==> src/rtl/pcie_reg_target_if.sv <==
// rtl/pcie_reg_target_if.sv - Rx stream, register-file and completion signals of pcie_reg_target
interface pcie_reg_target_if #(
   parameter int ADDR_W = 10
);
   logic [63:0]       rx_tdata;
   logic              rx_tvalid;
   logic              rx_tlast;
   logic              rx_tready;

   logic [ADDR_W-1:0] reg_addr;
   logic [31:0]       reg_wr_data;
   logic              reg_wr_valid;
   logic              reg_wr_ack;
   logic              reg_rd;
   logic              reg_rd_ack;
   logic [31:0]       reg_rd_data;

   logic              cpl_req;
   logic              cpl_done;
   logic [31:0]       cpl_data;
   logic [15:0]       cpl_req_id;
   logic [7:0]        cpl_tag;
   logic [2:0]        cpl_tc;
   logic [1:0]        cpl_attr;
   logic [6:0]        cpl_lower_addr;

   // slave: the target engine; master: PCIe core, register file and Tx engine
   modport slave (
      input  rx_tdata, rx_tvalid, rx_tlast,
      output rx_tready,
      output reg_addr, reg_wr_data, reg_wr_valid, reg_rd,
      input  reg_wr_ack, reg_rd_ack, reg_rd_data,
      output cpl_req, cpl_data, cpl_req_id, cpl_tag, cpl_tc, cpl_attr, cpl_lower_addr,
      input  cpl_done
   );

   modport master (
      output rx_tdata, rx_tvalid, rx_tlast,
      input  rx_tready,
      input  reg_addr, reg_wr_data, reg_wr_valid, reg_rd,
      output reg_wr_ack, reg_rd_ack, reg_rd_data,
      input  cpl_req, cpl_data, cpl_req_id, cpl_tag, cpl_tc, cpl_attr, cpl_lower_addr,
      output cpl_done
   );
endinterface

==> src/rtl/pcie_reg_target.sv <==
// rtl/pcie_reg_target.sv - PCIe Rx request engine driving the register-file access interface
module pcie_reg_target #(
   parameter int ADDR_W = 10,
   parameter int ACK_TO = 64,
   parameter int CNT_W  = 16
) (
   input  logic             clk_i,
   input  logic             rst_n,
   pcie_reg_target_if.slave bus,
   output logic [CNT_W-1:0] drop_cnt,
   output logic [CNT_W-1:0] timeout_cnt
);

   localparam int              TO_W    = $clog2(ACK_TO);
   localparam logic [TO_W-1:0] TO_LAST = TO_W'(ACK_TO - 1);

   typedef enum logic [2:0] {
      IDLE, HDR2, WR_WAIT, RD_WAIT, CPL_WAIT, DRAIN
   } state_t;

   state_t state, state_nxt;

   logic [7:0]      hdr_fmt_type;
   logic [9:0]      hdr_length;
   logic [2:0]      hdr_tc;
   logic [1:0]      hdr_attr;
   logic [15:0]     hdr_req_id;
   logic [7:0]      hdr_tag;
   logic [3:0]      hdr_first_be;
   logic [TO_W-1:0] ack_timer;
   logic            ready_en;

   logic beat, is_wr, is_rd, ack_expired;
   logic hdr_load, wr_load, rd_load, drop_inc, to_inc;
   logic unused_bits;

   assign beat        = bus.rx_tvalid && bus.rx_tready;
   assign is_wr       = (hdr_fmt_type == 8'h40) && (hdr_length == 10'd1) && (hdr_first_be == 4'hF);
   assign is_rd       = (hdr_fmt_type == 8'h00) && (hdr_length == 10'd1);
   assign ack_expired = (ack_timer == TO_LAST);

   // ready_en keeps tready low while in reset and for the first cycle after release
   assign bus.rx_tready    = ready_en && ((state == IDLE) || (state == HDR2) || (state == DRAIN));
   assign bus.reg_wr_valid = (state == WR_WAIT);
   assign bus.reg_rd       = (state == RD_WAIT);
   assign bus.cpl_req      = (state == CPL_WAIT);

   // header and address bits without meaning for single-DW register access
   assign unused_bits = ^bus.rx_tdata;

   always_ff @(posedge clk_i) begin
      if (!rst_n) begin
         state <= IDLE;
      end else begin
         state <= state_nxt;
      end
   end

   always_comb begin
      state_nxt = state;
      hdr_load  = 1'b0;
      wr_load   = 1'b0;
      rd_load   = 1'b0;
      drop_inc  = 1'b0;
      to_inc    = 1'b0;
      unique case (state)
         IDLE: begin
            if (beat) begin
               hdr_load = 1'b1;
               if (bus.rx_tlast) begin
                  drop_inc = 1'b1;
               end else begin
                  state_nxt = HDR2;
               end
            end
         end
         HDR2: begin
            if (beat) begin
               if (is_wr && bus.rx_tlast) begin
                  wr_load   = 1'b1;
                  state_nxt = WR_WAIT;
               end else if (is_rd && bus.rx_tlast) begin
                  rd_load   = 1'b1;
                  state_nxt = RD_WAIT;
               end else begin
                  drop_inc  = 1'b1;
                  state_nxt = bus.rx_tlast ? IDLE : DRAIN;
               end
            end
         end
         DRAIN: begin
            if (beat && bus.rx_tlast) begin
               state_nxt = IDLE;
            end
         end
         WR_WAIT: begin
            if (bus.reg_wr_ack) begin
               state_nxt = IDLE;
            end else if (ack_expired) begin
               to_inc    = 1'b1;
               state_nxt = IDLE;
            end
         end
         RD_WAIT: begin
            // a read always produces a completion, even when abandoned
            if (bus.reg_rd_ack) begin
               state_nxt = CPL_WAIT;
            end else if (ack_expired) begin
               to_inc    = 1'b1;
               state_nxt = CPL_WAIT;
            end
         end
         CPL_WAIT: begin
            if (bus.cpl_done) begin
               state_nxt = IDLE;
            end
         end
         default: state_nxt = IDLE;
      endcase
   end

   always_ff @(posedge clk_i) begin
      if (!rst_n) begin
         ready_en           <= 1'b0;
         hdr_fmt_type       <= '0;
         hdr_length         <= '0;
         hdr_tc             <= '0;
         hdr_attr           <= '0;
         hdr_req_id         <= '0;
         hdr_tag            <= '0;
         hdr_first_be       <= '0;
         ack_timer          <= '0;
         bus.reg_addr       <= '0;
         bus.reg_wr_data    <= '0;
         bus.cpl_data       <= '0;
         bus.cpl_req_id     <= '0;
         bus.cpl_tag        <= '0;
         bus.cpl_tc         <= '0;
         bus.cpl_attr       <= '0;
         bus.cpl_lower_addr <= '0;
         drop_cnt           <= '0;
         timeout_cnt        <= '0;
      end else begin
         ready_en <= 1'b1;

         if (hdr_load) begin
            hdr_fmt_type <= bus.rx_tdata[31:24];
            hdr_tc       <= bus.rx_tdata[22:20];
            hdr_attr     <= bus.rx_tdata[13:12];
            hdr_length   <= bus.rx_tdata[9:0];
            hdr_req_id   <= bus.rx_tdata[63:48];
            hdr_tag      <= bus.rx_tdata[47:40];
            hdr_first_be <= bus.rx_tdata[35:32];
         end

         if (wr_load || rd_load) begin
            bus.reg_addr <= {bus.rx_tdata[ADDR_W-1:2], 2'b00};
            ack_timer    <= '0;
         end else if ((state == WR_WAIT) || (state == RD_WAIT)) begin
            ack_timer <= ack_timer + 1'b1;
         end

         if (wr_load) begin
            bus.reg_wr_data <= bus.rx_tdata[63:32];
         end

         if (rd_load) begin
            bus.cpl_req_id     <= hdr_req_id;
            bus.cpl_tag        <= hdr_tag;
            bus.cpl_tc         <= hdr_tc;
            bus.cpl_attr       <= hdr_attr;
            bus.cpl_lower_addr <= {bus.rx_tdata[6:2], 2'b00};
         end

         if (state == RD_WAIT) begin
            if (bus.reg_rd_ack) begin
               bus.cpl_data <= bus.reg_rd_data;
            end else if (ack_expired) begin
               bus.cpl_data <= '1;
            end
         end

         if (drop_inc && (drop_cnt != '1)) begin
            drop_cnt <= drop_cnt + 1'b1;
         end
         if (to_inc && (timeout_cnt != '1)) begin
            timeout_cnt <= timeout_cnt + 1'b1;
         end
      end
   end

endmodule

==> src/flat_wrapper.sv <==
// flat-port wrapper written by rule: the top's interface ports become plain ports
module pcie_reg_target_flat 
#(
   parameter int ADDR_W = 10,
   parameter int ACK_TO = 64,
   parameter int CNT_W  = 16
)
  (clk_i, rst_n, drop_cnt, timeout_cnt, bus_rx_tdata, bus_rx_tvalid, bus_rx_tlast, bus_rx_tready, bus_reg_addr, bus_reg_wr_data, bus_reg_wr_valid, bus_reg_rd, bus_reg_wr_ack, bus_reg_rd_ack, bus_reg_rd_data, bus_cpl_req, bus_cpl_data, bus_cpl_req_id, bus_cpl_tag, bus_cpl_tc, bus_cpl_attr, bus_cpl_lower_addr, bus_cpl_done);
  pcie_reg_target_if #(.ADDR_W(ADDR_W)) bus_i ();
  input  logic clk_i;
  input  logic rst_n;
  output logic [CNT_W-1:0] drop_cnt;
  output logic [CNT_W-1:0] timeout_cnt;
  input wire logic [$bits(bus_i.rx_tdata)-1:0] bus_rx_tdata;
  input wire logic [$bits(bus_i.rx_tvalid)-1:0] bus_rx_tvalid;
  input wire logic [$bits(bus_i.rx_tlast)-1:0] bus_rx_tlast;
  output wire logic [$bits(bus_i.rx_tready)-1:0] bus_rx_tready;
  output wire logic [$bits(bus_i.reg_addr)-1:0] bus_reg_addr;
  output wire logic [$bits(bus_i.reg_wr_data)-1:0] bus_reg_wr_data;
  output wire logic [$bits(bus_i.reg_wr_valid)-1:0] bus_reg_wr_valid;
  output wire logic [$bits(bus_i.reg_rd)-1:0] bus_reg_rd;
  input wire logic [$bits(bus_i.reg_wr_ack)-1:0] bus_reg_wr_ack;
  input wire logic [$bits(bus_i.reg_rd_ack)-1:0] bus_reg_rd_ack;
  input wire logic [$bits(bus_i.reg_rd_data)-1:0] bus_reg_rd_data;
  output wire logic [$bits(bus_i.cpl_req)-1:0] bus_cpl_req;
  output wire logic [$bits(bus_i.cpl_data)-1:0] bus_cpl_data;
  output wire logic [$bits(bus_i.cpl_req_id)-1:0] bus_cpl_req_id;
  output wire logic [$bits(bus_i.cpl_tag)-1:0] bus_cpl_tag;
  output wire logic [$bits(bus_i.cpl_tc)-1:0] bus_cpl_tc;
  output wire logic [$bits(bus_i.cpl_attr)-1:0] bus_cpl_attr;
  output wire logic [$bits(bus_i.cpl_lower_addr)-1:0] bus_cpl_lower_addr;
  input wire logic [$bits(bus_i.cpl_done)-1:0] bus_cpl_done;
  assign bus_i.rx_tdata = bus_rx_tdata;
  assign bus_i.rx_tvalid = bus_rx_tvalid;
  assign bus_i.rx_tlast = bus_rx_tlast;
  assign bus_rx_tready = bus_i.rx_tready;
  assign bus_reg_addr = bus_i.reg_addr;
  assign bus_reg_wr_data = bus_i.reg_wr_data;
  assign bus_reg_wr_valid = bus_i.reg_wr_valid;
  assign bus_reg_rd = bus_i.reg_rd;
  assign bus_i.reg_wr_ack = bus_reg_wr_ack;
  assign bus_i.reg_rd_ack = bus_reg_rd_ack;
  assign bus_i.reg_rd_data = bus_reg_rd_data;
  assign bus_cpl_req = bus_i.cpl_req;
  assign bus_cpl_data = bus_i.cpl_data;
  assign bus_cpl_req_id = bus_i.cpl_req_id;
  assign bus_cpl_tag = bus_i.cpl_tag;
  assign bus_cpl_tc = bus_i.cpl_tc;
  assign bus_cpl_attr = bus_i.cpl_attr;
  assign bus_cpl_lower_addr = bus_i.cpl_lower_addr;
  assign bus_i.cpl_done = bus_cpl_done;
  pcie_reg_target #(.ADDR_W(ADDR_W), .ACK_TO(ACK_TO), .CNT_W(CNT_W)) u_core (.clk_i(clk_i), .rst_n(rst_n), .bus(bus_i), .drop_cnt(drop_cnt), .timeout_cnt(timeout_cnt));
endmodule
==> config.mk <==
export PLATFORM = sky130hd
export DESIGN_NAME = pcie_reg_target_flat
export DESIGN_NICKNAME = d
export VERILOG_FILES = /design/src/rtl/pcie_reg_target_if.sv /design/src/rtl/pcie_reg_target.sv /design/src/flat_wrapper.sv
export SDC_FILE = /design/constraint.sdc
export NUM_CORES = 1
export LEC_CHECK = 0
export BUFFER_PORTS_ARGS = -buffer_cell sky130_fd_sc_hd__buf_2
export CAP_MARGIN = 10
export CORE_MARGIN = 5
export CORE_UTILIZATION = 24
export DETAILED_ROUTE_END_ITERATION = 10
export PLACE_DENSITY = 0.45
export SLEW_MARGIN = 20
export SYNTH_ARGS = -nofsm -noshare
export SYNTH_HDL_FRONTEND = slang
export SYNTH_SLANG_ARGS = --single-unit
==> constraint.sdc <==
create_clock -name clk_i -period 3.3 [get_ports clk_i]
set_input_delay 0.66 -clock clk_i [delete_from_list [all_inputs] [get_ports clk_i]]
set_output_delay 0.66 -clock clk_i [all_outputs]
set_load 0.01 [all_outputs]
==> flow_summary.ini <==
[outcome]
status = finished clean

[pwr]
p_int_uw = 3610
report.power.total_uw = 4840
seq_power_share_pct = 50.6
switching_power_uw = 1230
clkPwrFrac_pct = 44.2
power_density_mw_per_mm2 = 477
comb_power_share_pct = 5.1
leakagePower_uw = 0.00401
swShare_pct = 25.4
peakVddDrop_mv = 0.345

[placed_design]
io_buffers = 235
placed_cells = 1535
detailed_place_hpwl_mm = 16.8
routabilityCongestion = 0.752

[sta]
timing.final.crit_share_pct = 71.6
fin_crit_ns = 2.36
drv_slew = 0
setup_viol = 0
max_freq_ghz = 0.423
worst_slew_pin_slew_ns = 0.656
fin_skew_ns = 0.0143
hold_viol_final = 0
max_slew_margin_pct = 56.1
hold_slack_ns = 0.445
setup_tns_ns = 0
rsz0062_at_grt = false

[logic_synthesis]
synth-edff-count = 0
synth_area_per_cell_sq_um = 8.77
syn_inst = 906
seq_area_frac_synth_pct = 50.2
ys_ff_latch = 199
synth.lib_cells_used.distinct = 56
ys_async_sr_fraction_pct = 0
syn_area_sq_mm = 0.00794
yosys_warnings = 0
synth_flop_cell = dfxtp_1

[grt]
antenna_found_initial = 6
grt_overflow = 0
globalRouteTotalUtil_pct = 13.1
grt_start_max_net_pins = 73
grt_pass1_vias = 6804
grt_pass1_wl_mm = 38.0

[finish]
final_cells = 1568
num-fill-cells = 3491
drive_above_1_share_pct = 35.2
multi_input_area_sq_mm = 0.00364
nets = 1218
seq_area_sq_mm = 0.00398
area_delta_synth_final_pct = 27.7

[clocking]
cts_root_buffer = clkbuf_16
post_cts_buffers = 0
cts_sinks = 199
clk_path_buf_depth = 2
numCtsBuffers = 17
cts_tree = yes
htreeDepth = 4
path_clk_slew_ns = 0.08
clock_latency_ns = 0.45
cts_hold_buf = 0
post_cts_resized = 0

[critical_path]
path_class = reg -> reg
critPathMaxFanout = 9
end_kind = register
start_kind = register
required_ns = 3.62
cp.arrival_ns = 2.68

[route]
drt_iter0_drc = 291
drt-pass1-iter-count = 4
antenna_left = 0
routed_wl_mm = 24.7
drc = 0
wl_per_cell_um = 15.8
vias = 7078
viasPerCell = 4.51

[floorplan]
coreArea_sq_mm = 0.0326
rows = 66
dieArea_sq_mm = 0.0368
die_h_um = 192
start_util_pct = 24.3
io_pins = 249
die_x_um = 192

[flow_run]
cap_violations = 0

[worst_hold_path]
hp-class = in -> reg
flip-flops by register name (all words and copies together) (netlist names):
name / cells
u_core.bus.cpl_data: 32
u_core.bus.reg_wr_data: 32
u_core.bus.cpl_req_id: 16
u_core.drop_cnt: 16
u_core.hdr_req_id: 16
u_core.timeout_cnt: 16
u_core.hdr_length: 10
u_core.bus.cpl_tag: 8
u_core.bus.reg_addr: 8
u_core.hdr_fmt_type: 8
u_core.hdr_tag: 8
u_core.ack_timer: 6
u_core.bus.cpl_lower_addr: 5
u_core.hdr_first_be: 4
u_core.bus.cpl_tc: 3
u_core.hdr_tc: 3
u_core.state: 3
u_core.bus.cpl_attr: 2
u_core.hdr_attr: 2
u_core.ready_en: 1
per-stage QoR:
step | area [sq um] | utilization [%] | worst slack (ns)
after global routing | 10100 | 31.1 | 0.765
after CTS | 10100 | 31.1 | 0.907
after floorplan | 7950 | - | 1.10
after detailed placement | 9550 | 29.3 | 0.861
after global placement | 9540 | 29.3 | 0.858
final | 10100 | 31.1 | 0.936
cells in the mapped netlist, drive strengths merged (2+ instances only):
cell     count  area [sq um]
a211oi       5          37.5
nor2        39           146
a21o         2          15.0
buf         16           114
nor2b        4          25.0
o41ai        2          25.0
xor2         3          26.3
or4         12           109
nand3       19          95.1
o311ai       2          17.5
nand2b       8          50.1
nand4bb      2          22.5
xnor2        7          61.3
nor3         5          25.0
a31o         2          17.5
nor4         9          71.3
clkbuf      52           195
nand4       15          93.8
ha           3          37.5
a2111oi      2          17.5
o221a       32           360
nand2      256          1030
dfxtp      199          3980
nand3b       2          15.0
mux2i       18           180
a21oi      135           807
and4         6          52.6
inv          9          33.8
nor3b        2          15.0
o21ai        4          20.0
o31ai       10          75.1
and2         4          25.0
and3         5          31.3
or3          3          18.8
cell usage in the layout (no fill, tap or decap), types with 8 or more instances in the layout:
master / instances
a21oi_1: 100
a21oi_2: 35
buf_2: 235
buf_4: 15
clkbuf_16: 17
dfxtp_1: 199
inv_1: 8
mux2i_1: 18
nand2_1: 228
nand2_2: 28
nand2b_1: 8
nand3_1: 19
nand4_1: 15
nor2_1: 38
o221a_2: 32
o31ai_1: 10
worst max-delay path, stage by stage (launching register included):
cell and delay [ns]:
dfxtp_1 0.32, or4_4 0.58, or4_4 0.60, nor4_2 0.16, buf_4 0.26, nand2b_1 0.26, a21oi_1 0.07
cell families (layout without fill, tap and decap cells):
kind of cell / Yosys count / after routing / synth area share, %
adder cells (fa/ha/maj): 3 / 3 / 0.473
multiplexers: 18 / 18 / 2.27
AND/OR/NAND/NOR: 394 / 394 / 23.3
buffers and inverters: 77 / 293 / 4.32
flip-flops: 199 / 199 / 50.2
XOR/XNOR: 10 / 10 / 1.10
AO/OA/AOI/OAI: 204 / 204 / 18.4
other: 1 / 5 / 0.0472
metal layers:
metal | part of all wire (%) | up-vias | routed length, um | GRT usage (%)
met1 | 46 | 3289 | 11500 | 16.9
met4 | 0.72 | 10 | 178 | 2.73
met2 | 43 | 208 | 10500 | 20.0
met5 | 0.24 | - | 60 | 0
met3 | 10 | 17 | 2480 | 6.29
li1 | - | 3554 | - | -
cell type report:
cell class	count	share of cell area, %
multi-input combinational	633	35.9
inverter	9	0.382
clock buffer	19	4.27
tap	442	5.45
antenna	1	0.0247
timing repair buffer	252	13.1
sequential	199	39.3
clock inverter	13	1.58
power by group through the flow:
stage / clock (uW) / combinational [uW] / sequential (uW)
floorplan: 0 / 139 / 2500
global placement: 0 / 253 / 2510
detailed placement: 0 / 254 / 2510
CTS: 2240 / 254 / 2450
global route: 2330 / 276 / 2460
finish: 2140 / 248 / 2450
worst paths after layout:
| check | cells past startpoint | startpoint | to | slack, ns |
|---|---|---|---|---|
| setup / recovery | 6 | u_core.hdr_length[5]$_SDFFE_PN0P_ | u_core.ack_timer[5]$_SDFFE_PP0P_ | 0.94 |
| hold reg to reg | 2 | u_core.bus.cpl_attr[1]$_SDFFE_PN0P_ | u_core.bus.cpl_attr[1]$_SDFFE_PN0P_ | 0.45 |
| setup reg to reg | 6 | u_core.hdr_length[5]$_SDFFE_PN0P_ | u_core.ack_timer[5]$_SDFFE_PP0P_ | 0.94 |
| hold / removal | 3 | bus_rx_tdata[31] | u_core.hdr_fmt_type[7]$_SDFFE_PN0P_ | 0.44 |
No activity file was read; power rests on OpenSTA's default activity.
